[src/rtl/mult_pkg.sv]
// Shared definitions for the shift-add multiplier: FSM state encoding and
// default operand / counter widths.
package mult_pkg;

  localparam int MULT_WIDTH = 8;
  localparam int MULT_CNT_W = 3;

  // Encoding 2'd3 is unused and recovers to ST_IDLE.
  typedef enum logic [1:0] {
    ST_IDLE = 2'd0,
    ST_RUN  = 2'd1,
    ST_DONE = 2'd2
  } state_e;

endpackage

[src/rtl/add_rc.sv]
// WIDTH-bit ripple-carry adder formed by chaining 1-bit full adders.
module add_rc #(
  parameter int WIDTH = 8
) (
  input  logic [WIDTH-1:0] a,
  input  logic [WIDTH-1:0] b,
  input  logic             cin,
  output logic [WIDTH-1:0] sum,
  output logic             cout
);

  logic [WIDTH:0] carry;

  assign carry[0] = cin;

  for (genvar i = 0; i < WIDTH; i++) begin : g_fa
    assign sum[i]     = a[i] ^ b[i] ^ carry[i];
    assign carry[i+1] = (a[i] & b[i]) | (carry[i] & (a[i] ^ b[i]));
  end

  assign cout = carry[WIDTH];

endmodule

[src/rtl/shift_add_mult_ctrl.sv]
// Sequential unsigned WIDTH x WIDTH shift-add multiplier around one ripple adder.
// Define MULT_ABORT_EN to add an 'abort' input that cancels a running multiply.
module shift_add_mult_ctrl
  import mult_pkg::*;
#(
  parameter int WIDTH = MULT_WIDTH,
  parameter int CNT_W = MULT_CNT_W
) (
  input  logic                 clk,
  input  logic                 rst_n,
  input  logic                 start,
  input  logic [WIDTH-1:0]     a,
  input  logic [WIDTH-1:0]     b,
`ifdef MULT_ABORT_EN
  input  logic                 abort,
`endif
  output logic                 busy,
  output logic                 done,
  output logic [2*WIDTH-1:0]   product
);

  localparam logic [CNT_W-1:0] CNT_LAST = CNT_W'(WIDTH - 1);

  state_e               state_q, state_d;
  logic [WIDTH-1:0]     m_q, m_d;
  logic [WIDTH-1:0]     phi_q, phi_d;
  logic [WIDTH-1:0]     q_q, q_d;
  logic [CNT_W-1:0]     cnt_q, cnt_d;
  logic [2*WIDTH-1:0]   prod_q, prod_d;

  logic [WIDTH-1:0]     addB;
  logic [WIDTH-1:0]     addSum;
  logic                 addCout;
  logic [2*WIDTH-1:0]   shiftNext;
  logic                 abortReq;

`ifdef MULT_ABORT_EN
  assign abortReq = abort;
`else
  assign abortReq = 1'b0;
`endif

  assign addB = q_q[0] ? m_q : '0;

  add_rc #(.WIDTH(WIDTH)) u_add (
    .a    (phi_q),
    .b    (addB),
    .cin  (1'b0),
    .sum  (addSum),
    .cout (addCout)
  );

  // Carry-out becomes the new MSB so the full 2W-bit product is kept.
  assign shiftNext = {addCout, addSum, q_q[WIDTH-1:1]};

  always_ff @(posedge clk or negedge rst_n) begin
    if (!rst_n) begin
      state_q <= ST_IDLE;
    end else begin
      state_q <= state_d;
    end
  end

  always_comb begin
    state_d = state_q;
    case (state_q)
      ST_IDLE: if (start) state_d = ST_RUN;
      ST_RUN: begin
        if (abortReq)             state_d = ST_IDLE;
        else if (cnt_q == CNT_LAST) state_d = ST_DONE;
      end
      ST_DONE: state_d = ST_IDLE;
      default: state_d = ST_IDLE;
    endcase
  end

  always_comb begin
    busy = 1'b0;
    done = 1'b0;
    case (state_q)
      ST_RUN:  busy = 1'b1;
      ST_DONE: begin
        busy = 1'b1;
        done = 1'b1;
      end
      default: ;
    endcase
  end

  always_comb begin
    m_d    = m_q;
    phi_d  = phi_q;
    q_d    = q_q;
    cnt_d  = cnt_q;
    prod_d = prod_q;
    case (state_q)
      ST_IDLE: begin
        if (start) begin
          m_d   = a;
          q_d   = b;
          phi_d = '0;
          cnt_d = '0;
        end
      end
      ST_RUN: begin
        if (abortReq) begin
          m_d   = '0;
          phi_d = '0;
          q_d   = '0;
          cnt_d = '0;
        end else begin
          {phi_d, q_d} = shiftNext;
          cnt_d        = cnt_q + 1'b1;
          // Final iteration: publish the product and park the counter at zero.
          if (cnt_q == CNT_LAST) begin
            prod_d = shiftNext;
            cnt_d  = '0;
          end
        end
      end
      default: ;
    endcase
  end

  always_ff @(posedge clk or negedge rst_n) begin
    if (!rst_n) begin
      m_q    <= '0;
      phi_q  <= '0;
      q_q    <= '0;
      cnt_q  <= '0;
      prod_q <= '0;
    end else begin
      m_q    <= m_d;
      phi_q  <= phi_d;
      q_q    <= q_d;
      cnt_q  <= cnt_d;
      prod_q <= prod_d;
    end
  end

  assign product = prod_q;

endmodule

[config.mk]
export PLATFORM = sky130hd
export DESIGN_NAME = shift_add_mult_ctrl
export DESIGN_NICKNAME = d
export VERILOG_FILES = /design/src/rtl/mult_pkg.sv /design/src/rtl/add_rc.sv /design/src/rtl/shift_add_mult_ctrl.sv
export SDC_FILE = /design/constraint.sdc
export NUM_CORES = 1
export LEC_CHECK = 0
export ABC_AREA = 1
export BUFFER_PORTS_ARGS = -buffer_cell sky130_fd_sc_hd__buf_2
export CAP_MARGIN = 20
export CORE_AREA = 2 2 73 75
export DETAILED_ROUTE_END_ITERATION = 10
export DIE_AREA = 0 0 75 77
export PLACE_DENSITY = 0.67
export SLEW_MARGIN = 20
export SYNTH_ARGS = -nofsm -noshare
export SYNTH_HDL_FRONTEND = slang
export SYNTH_SLANG_ARGS = --single-unit
[constraint.sdc]
create_clock -name clk -period 4.1 [get_ports clk]
set_clock_uncertainty 0.2 [all_clocks]
set_input_delay 0.205 -clock clk [delete_from_list [all_inputs] [get_ports clk]]
set_output_delay 0.205 -clock clk [all_outputs]
set_load 0.02 [all_outputs]
# Yosys cells after proc, flatten, opt, wreduce, memory -nomap -nowiden
# Index checks and enable logic that the tools add are counted.
# totals
latchBits	0
word_cells	69
regBits	45
input_bits	19
ram_bits	0
romBits	0
mem_count	0
# classes
addsub	1
magnitude_cmp	0
eq_ne	5
reduce_logical	7
n_shift	0
n_bitwise	37
mul	0
div	0
mux	13
# op_table
cell	n
8-bit case mux with 2 select lines	2
8-bit two-way mux	3
1-bit bitwise AND	15
1-bit XOR	15
2-bit AND reduction	4
1-bit bitwise OR	7
3-bit two-way mux	2
3-bit case mux with 2 select lines	1
2-bit two-way mux	2
2-bit != test (second input constant)	2
2-bit case mux with 2 select lines	1
3-bit by 1-bit adder with 3-bit output (second input constant)	1
3-bit equality test (second input constant)	1
2-bit by 1-bit equality test with 1-bit output (second input constant)	1
2-bit equality test (second input constant)	1
2-bit zero test	1
1-bit two-way mux	2
2-bit nonzero test	1
2-bit OR reduction	1

# Longest topological paths before layout
# depth
ltp_word	17
ltp_mapped	15
mapped_depth_nobuf	14

# Hierarchy
# A second synthesis with hierarchy kept.
# hier_totals
cells_unflattened	274
hier_area_um2	2292.2
# modules_own_cells
mod	n_inst	area_per_inst_um2	cells_per_inst
shift_add_mult_ctrl	1	2094.5	256
add_rc	1	197.7	18

# Least setup slack after synthesis
# OpenSTA, ideal clock, no wires.
# synth_timing
path_kind	register to register
start	reg q_q[0]
end	reg phi_q[6]
stages_incl_launch_ff	16
t_arrival_ps	3713
path_slack_ps	71
path_buffers	1
path_cell_list	dfrtp_1 -> clkbuf_1 -> nand2_1 -> inv_1 -> ha_1 -> inv_1 -> fa_1 -> fa_1 -> fa_1 -> fa_1 -> fa_1 -> fa_1 -> fa_1 -> nor2_1 -> nand2_1 -> nand2_1
# synth_via
elab_chain_len	16
word_cells_on_any_way	29
cone_classes	2 x mux; 27 x bitwise
# synth_rtl
item	line	text
from (decl)	shift_add_mult_ctrl.sv:27	logic [WIDTH-1:0] q_q, q_d;
from (signal assigned)	shift_add_mult_ctrl.sv:135	q_q <= q_d;
8-bit two-way mux *	shift_add_mult_ctrl.sv:43	assign addB = q_q[0] ? m_q : '0;
1-bit bitwise AND or 1-bit XOR (tied branches)	add_rc.sv:18	assign carry[i+1] = (a[i] & b[i]) | (carry[i] & (a[i] ^ b[i]));
1-bit bitwise AND	add_rc.sv:18	
1-bit bitwise OR	add_rc.sv:18	
1-bit bitwise AND	add_rc.sv:18	
1-bit bitwise OR	add_rc.sv:18	
1-bit bitwise AND	add_rc.sv:18	
1-bit bitwise OR	add_rc.sv:18	
1-bit bitwise AND	add_rc.sv:18	
1-bit bitwise OR	add_rc.sv:18	
1-bit bitwise AND	add_rc.sv:18	
1-bit bitwise OR	add_rc.sv:18	
1-bit bitwise AND	add_rc.sv:18	
1-bit bitwise OR	add_rc.sv:18	
1-bit XOR *	add_rc.sv:17	assign sum[i] = a[i] ^ b[i] ^ carry[i];
8-bit case mux with 2 select lines *	shift_add_mult_ctrl.sv:96	case (state_q)
to (signal assigned)	shift_add_mult_ctrl.sv:134	phi_q <= phi_d;
to (decl)	shift_add_mult_ctrl.sv:26	logic [WIDTH-1:0] phi_q, phi_d;
# Mark *: on every way between the ends. The rest lies on a longest branch, timed or not.
# A chain may end at the register's enable or synchronous reset.

# Worst setup path in the final report
# layout_timing
start	reg m_q[0]
end	reg phi_q[6]
# layout_via
elab_chain_len	16
# layout_rtl
item	line	text
from (decl)	shift_add_mult_ctrl.sv:25	logic [WIDTH-1:0] m_q, m_d;
from (signal assigned)	shift_add_mult_ctrl.sv:133	m_q <= m_d;
8-bit two-way mux	shift_add_mult_ctrl.sv:43	
1-bit bitwise AND (2 in series)	add_rc.sv:18	
1-bit bitwise OR	add_rc.sv:18	
1-bit bitwise AND	add_rc.sv:18	
1-bit bitwise OR	add_rc.sv:18	
1-bit bitwise AND	add_rc.sv:18	
1-bit bitwise OR	add_rc.sv:18	
1-bit bitwise AND	add_rc.sv:18	
1-bit bitwise OR	add_rc.sv:18	
1-bit bitwise AND	add_rc.sv:18	
1-bit bitwise OR	add_rc.sv:18	
1-bit bitwise AND	add_rc.sv:18	
1-bit bitwise OR	add_rc.sv:18	
1-bit XOR	add_rc.sv:17	
8-bit case mux with 2 select lines	shift_add_mult_ctrl.sv:96	
# Every way passes these cells.

==> metrics.csv <==
stage;metric;value;unit
power_and_ir_drop;switching_power_share_of_the_total;0.398;
layout;fin_area;2600;sq um
layout;antenna_cells_inserted;0;
cts;numClockSinks;45;
layout;n_fill_cell;488;
global_route;first_global_vias;1797;
power_and_ir_drop;power.switching;611;uW
layout;area_delta_synth_final;20.2;%
worst_setup_path;crit_type;reg2reg;
floorplan;count_of_standard_cell_rows;26;
worst_setup_path;crit_path_start;m_q[0]$_DFFE_PN0P_;
worst_setup_path;crit_path_end_kind;flip-flop;
synthesis;synthArstFlopShare;1.00;
drt;final_antenna_net_count;0;
power_and_ir_drop;share_clk_of_total_power;0.179;
synthesis;flops_latches_synth;45;
synthesis;synth.top_cell.area_share;0.521;
power_and_ir_drop;power_density;591;nW/um^2
worst_setup_path;crit_path_cell_trace;nand2_1 > inv_1 > ha_1 > inv_1 > fa_1 > fa_2 > fa_2 > fa_1 > fa_2 > fa_1 > fa_1 > nor2_1 > nand2_1 > nand2_1;
sta;timing.final.crit_share;0.944;
cts;clock_tree_from_tritoncts;built;
worst_setup_path;crit_path_end;phi_q[6]$_DFFE_PN0P_;
global_route;overflow;0;
cts;clk_pin_slew;0.08;ns
drt;drtIter0Drc;82;
synthesis;synth.top_cells.by_area;sky130_fd_sc_hd__dfrtp_1 52%, sky130_fd_sc_hd__nand2_1 24%, sky130_fd_sc_hd__fa_1 6.5%, sky130_fd_sc_hd__nand3_1 4.9%, sky130_fd_sc_hd__ha_1 3.5%;
global_route;grt_pass1_wl;7860;um
synthesis;syn-cell-area;2160;sq um
worst_setup_path;cpMostUsedCell;sky130_fd_sc_hd__fa_1;
drt;vias_per_cell;4.65;
synthesis;synth-edff-count;0;
cts;worstSkewPairLatency;0.30;ns
worst_setup_path;crit_slowest_cell;sky130_fd_sc_hd__fa_1;
drt;via_count;1753;
worst_setup_path;r2r_cells;14;
worst_setup_path;worst_r2r_startpoint;m_q[0]$_DFFE_PN0P_;
cts;post_cts_buffers;0;
sta;setup_total_neg_slack;0;ns
worst_setup_path;reg2reg_setup_slack;0.23;ns
floorplan;die_y;77;um
layout;post-route-util;0.522;
sta;final.min_clock_period;3.87;ns
worst_setup_path;crit_path_start_kind;flip-flop;
synthesis;syn-mean-instance-area;8.29;sq um
cts;cts_made_buffers;5;
floorplan;die_w;75;um
floorplan;initial_core_utilization;0.435;
worst_setup_path;critical_path_fanout_max;2;
sta;finalSetupViolCount;0;
synthesis;synth_sequential_area_ratio;0.521;
layout;design.final.nets;339;
sta;number_of_hold_violations_in_the_final_report;0;
sta;final-max-slew-violation-count;0;
place;place.detailed.hpwl;2890;um
worst_setup_path;worstPathRequired;4.09;ns
synthesis;yosys-top-cells-count;136 x sky130_fd_sc_hd__nand2_1, 45 x sky130_fd_sc_hd__dfrtp_1, 21 x sky130_fd_sc_hd__nand3_1;
worst_setup_path;worst-endpoint-arrival;3.86;ns
layout;ratio_of_cells_with_drive_above_1_in_the_final_layout;0.153;
sta;worstMarginPinSlew;0.992;ns
worst_setup_path;cp.buffers_inverters;2;
global_route;grt_start_max_net_pins;46;
place;postPlaceCellArea;2380;sq um
drt;detail_route.wirelength;4370;um
cts;h_tree_lvl_count;2;
floorplan;fp.coreArea;4980;sq um
worst_setup_path;worstSetupPathDepth;14;
drt;routedWlPerCell;11.6;um
run;max-cap-violations;0;
cts;root_buffer;sky130_fd_sc_hd__clkbuf_8;
synthesis;synthCells;261;
synthesis;synth_nets;293;
power_and_ir_drop;comb_power_share;0.382;
drt;dr.pass1.iters;4;
global_route;initial_antenna_violation_count;0;
synthesis;synth.most_common_cell;sky130_fd_sc_hd__nand2_1;
cts;cts_buffer_depth;2;
worst_hold_path;hold_class;in2reg;
synthesis;synth_cell_types;14;
synthesis;synth-warning-count;0;
floorplan;ioPinCount;37;
drt;drc_violations_left;0;
synthesis;ys.flop_type;sky130_fd_sc_hd__dfrtp_1;
worst_setup_path;worst_path_dominant_cell_family;adder cells;
power_and_ir_drop;irDropWorstVdd;0.228;mV
synthesis;synth_largest_area_cell;sky130_fd_sc_hd__dfrtp_1;
worst_setup_path;cp_peak_stage_delay;0.51;ns
floorplan;die_area;5780;sq um
power_and_ir_drop;seqPwrFrac;0.438;
sta;grt_setup_unrepaired;no;
power_and_ir_drop;power_leakage;1.42;nW
sta;max_slew_margin;0.339;
run_status;status;finished, final reports clean;
worst_setup_path;worst_r2r_endpoint;phi_q[6]$_DFFE_PN0P_;
global_route;grt_use_total;0.173;
place;finalWeightedCongestion;0.774;
power_and_ir_drop;cell_internal_pwr;924;uW
sta;holdWs;0.0136;ns
place;io_buffers;36;
sta;max_clock_freq;258;MHz
-- area by class of cell --
class / count / area, sq um / area share
flip-flops and latches: 45 / 1130 / 0.433
multi-input cells: 188 / 918 / 0.353
repair buffers: 50 / 318 / 0.122
well taps: 70 / 87.6 / 0.0337
clock buffers: 7 / 86.3 / 0.0332
inverters: 17 / 63.8 / 0.0245
-- worst min-delay path by stage --
stage / from / endpoint / depth (start not counted)
6_report: b[6] / q_q[6]$_DFFE_PN0P_ / 5
5_1_grt: b[4] / q_q[4]$_DFFE_PN0P_ / 5
4_1_cts: b[4] / q_q[4]$_DFFE_PN0P_ / 5
3_5_place_dp: a[2] / m_q[2]$_DFFE_PN0P_ / 3
3_3_place_gp: a[3] / m_q[3]$_DFFE_PN0P_ / 3
2_1_floorplan: rst_n / cnt_q[0]$_DFFE_PN0P_ / 0
-- cell families (layout without fill, tap and decap cells) --
family,Yosys count,in the layout,share of synthesized area
AOI/OAI and AO/OA,8,8,0.0185
DFF,45,45,0.521
buffers and inverters,28,74,0.0584
and+or+nand+nor,167,167,0.303
adders and majority gates,13,13,0.0995
-- worst reg2reg max path: cells and delay by family (launching register included) --
kind / cells / cell delay, ns
flip-flops: 1 / 0.36
buffers and inverters: 2 / 0.10
AND/OR/NAND/NOR: 4 / 0.23
adder cells (fa/ha/maj): 8 / 2.86
-- registers in the layout, summed over array words and instances (netlist names) --
name,count
m_q,8
q_q,8
cnt_q,3
state_q,2
phi_q,8
product,16
-- repair_timing --
item | CTS | global route
endpoints found under the hold margin | 57 | 0
gates resized for setup | 0 | 3
hold buffers | 13 | 0
endpoints found under the setup margin | 0 | 3
-- routing by layer --
layer	part of all wire	up-vias	track usage
met5	0	-	0
met4	0.018	0	0.0625
met3	0.049	7	0.0355
met2	0.46	46	0.269
met1	0.47	815	0.237
li1	-	885	-
-- power groups by stage --
stage,Combinational (mW),Sequential [mW],Clock (mW)
2_1_floorplan,0.426,0.680,0
3_3_place_gp,0.570,0.676,0
3_5_place_dp,0.581,0.679,0
4_1_cts,0.591,0.672,0.285
5_1_grt,0.686,0.689,0.297
6_report,0.587,0.673,0.275
-- per-stage QoR --
step | setup WS, ns | total power, mW | cells
CTS | 0.0907 | 1.55 | 377
detailed placement | 0.108 | 1.26 | 357
global route | 0.0228 | 1.67 | 377
finish | 0.229 | 1.54 | 377
global placement | 0.192 | 1.25 | 357
floorplan | 0.0705 | 1.11 | 261
-- cell usage in the layout, fill, tap and decap left out, types with 4 or more instances in the layout --
cell type                       netlist  routed
sky130_fd_sc_hd__o21ai_0              8       8
sky130_fd_sc_hd__nor2_1               9       9
sky130_fd_sc_hd__fa_1                 7       4
sky130_fd_sc_hd__ha_1                 6       6
sky130_fd_sc_hd__buf_2                8      36
sky130_fd_sc_hd__clkbuf_8             0       6
sky130_fd_sc_hd__nand3_1             21      21
sky130_fd_sc_hd__inv_1               15      15
sky130_fd_sc_hd__dlygate4sd3_1        0      13
sky130_fd_sc_hd__nand2_1            136     136
sky130_fd_sc_hd__dfrtp_1             45      45
Note: power is estimated with default switching activity, not from simulation.
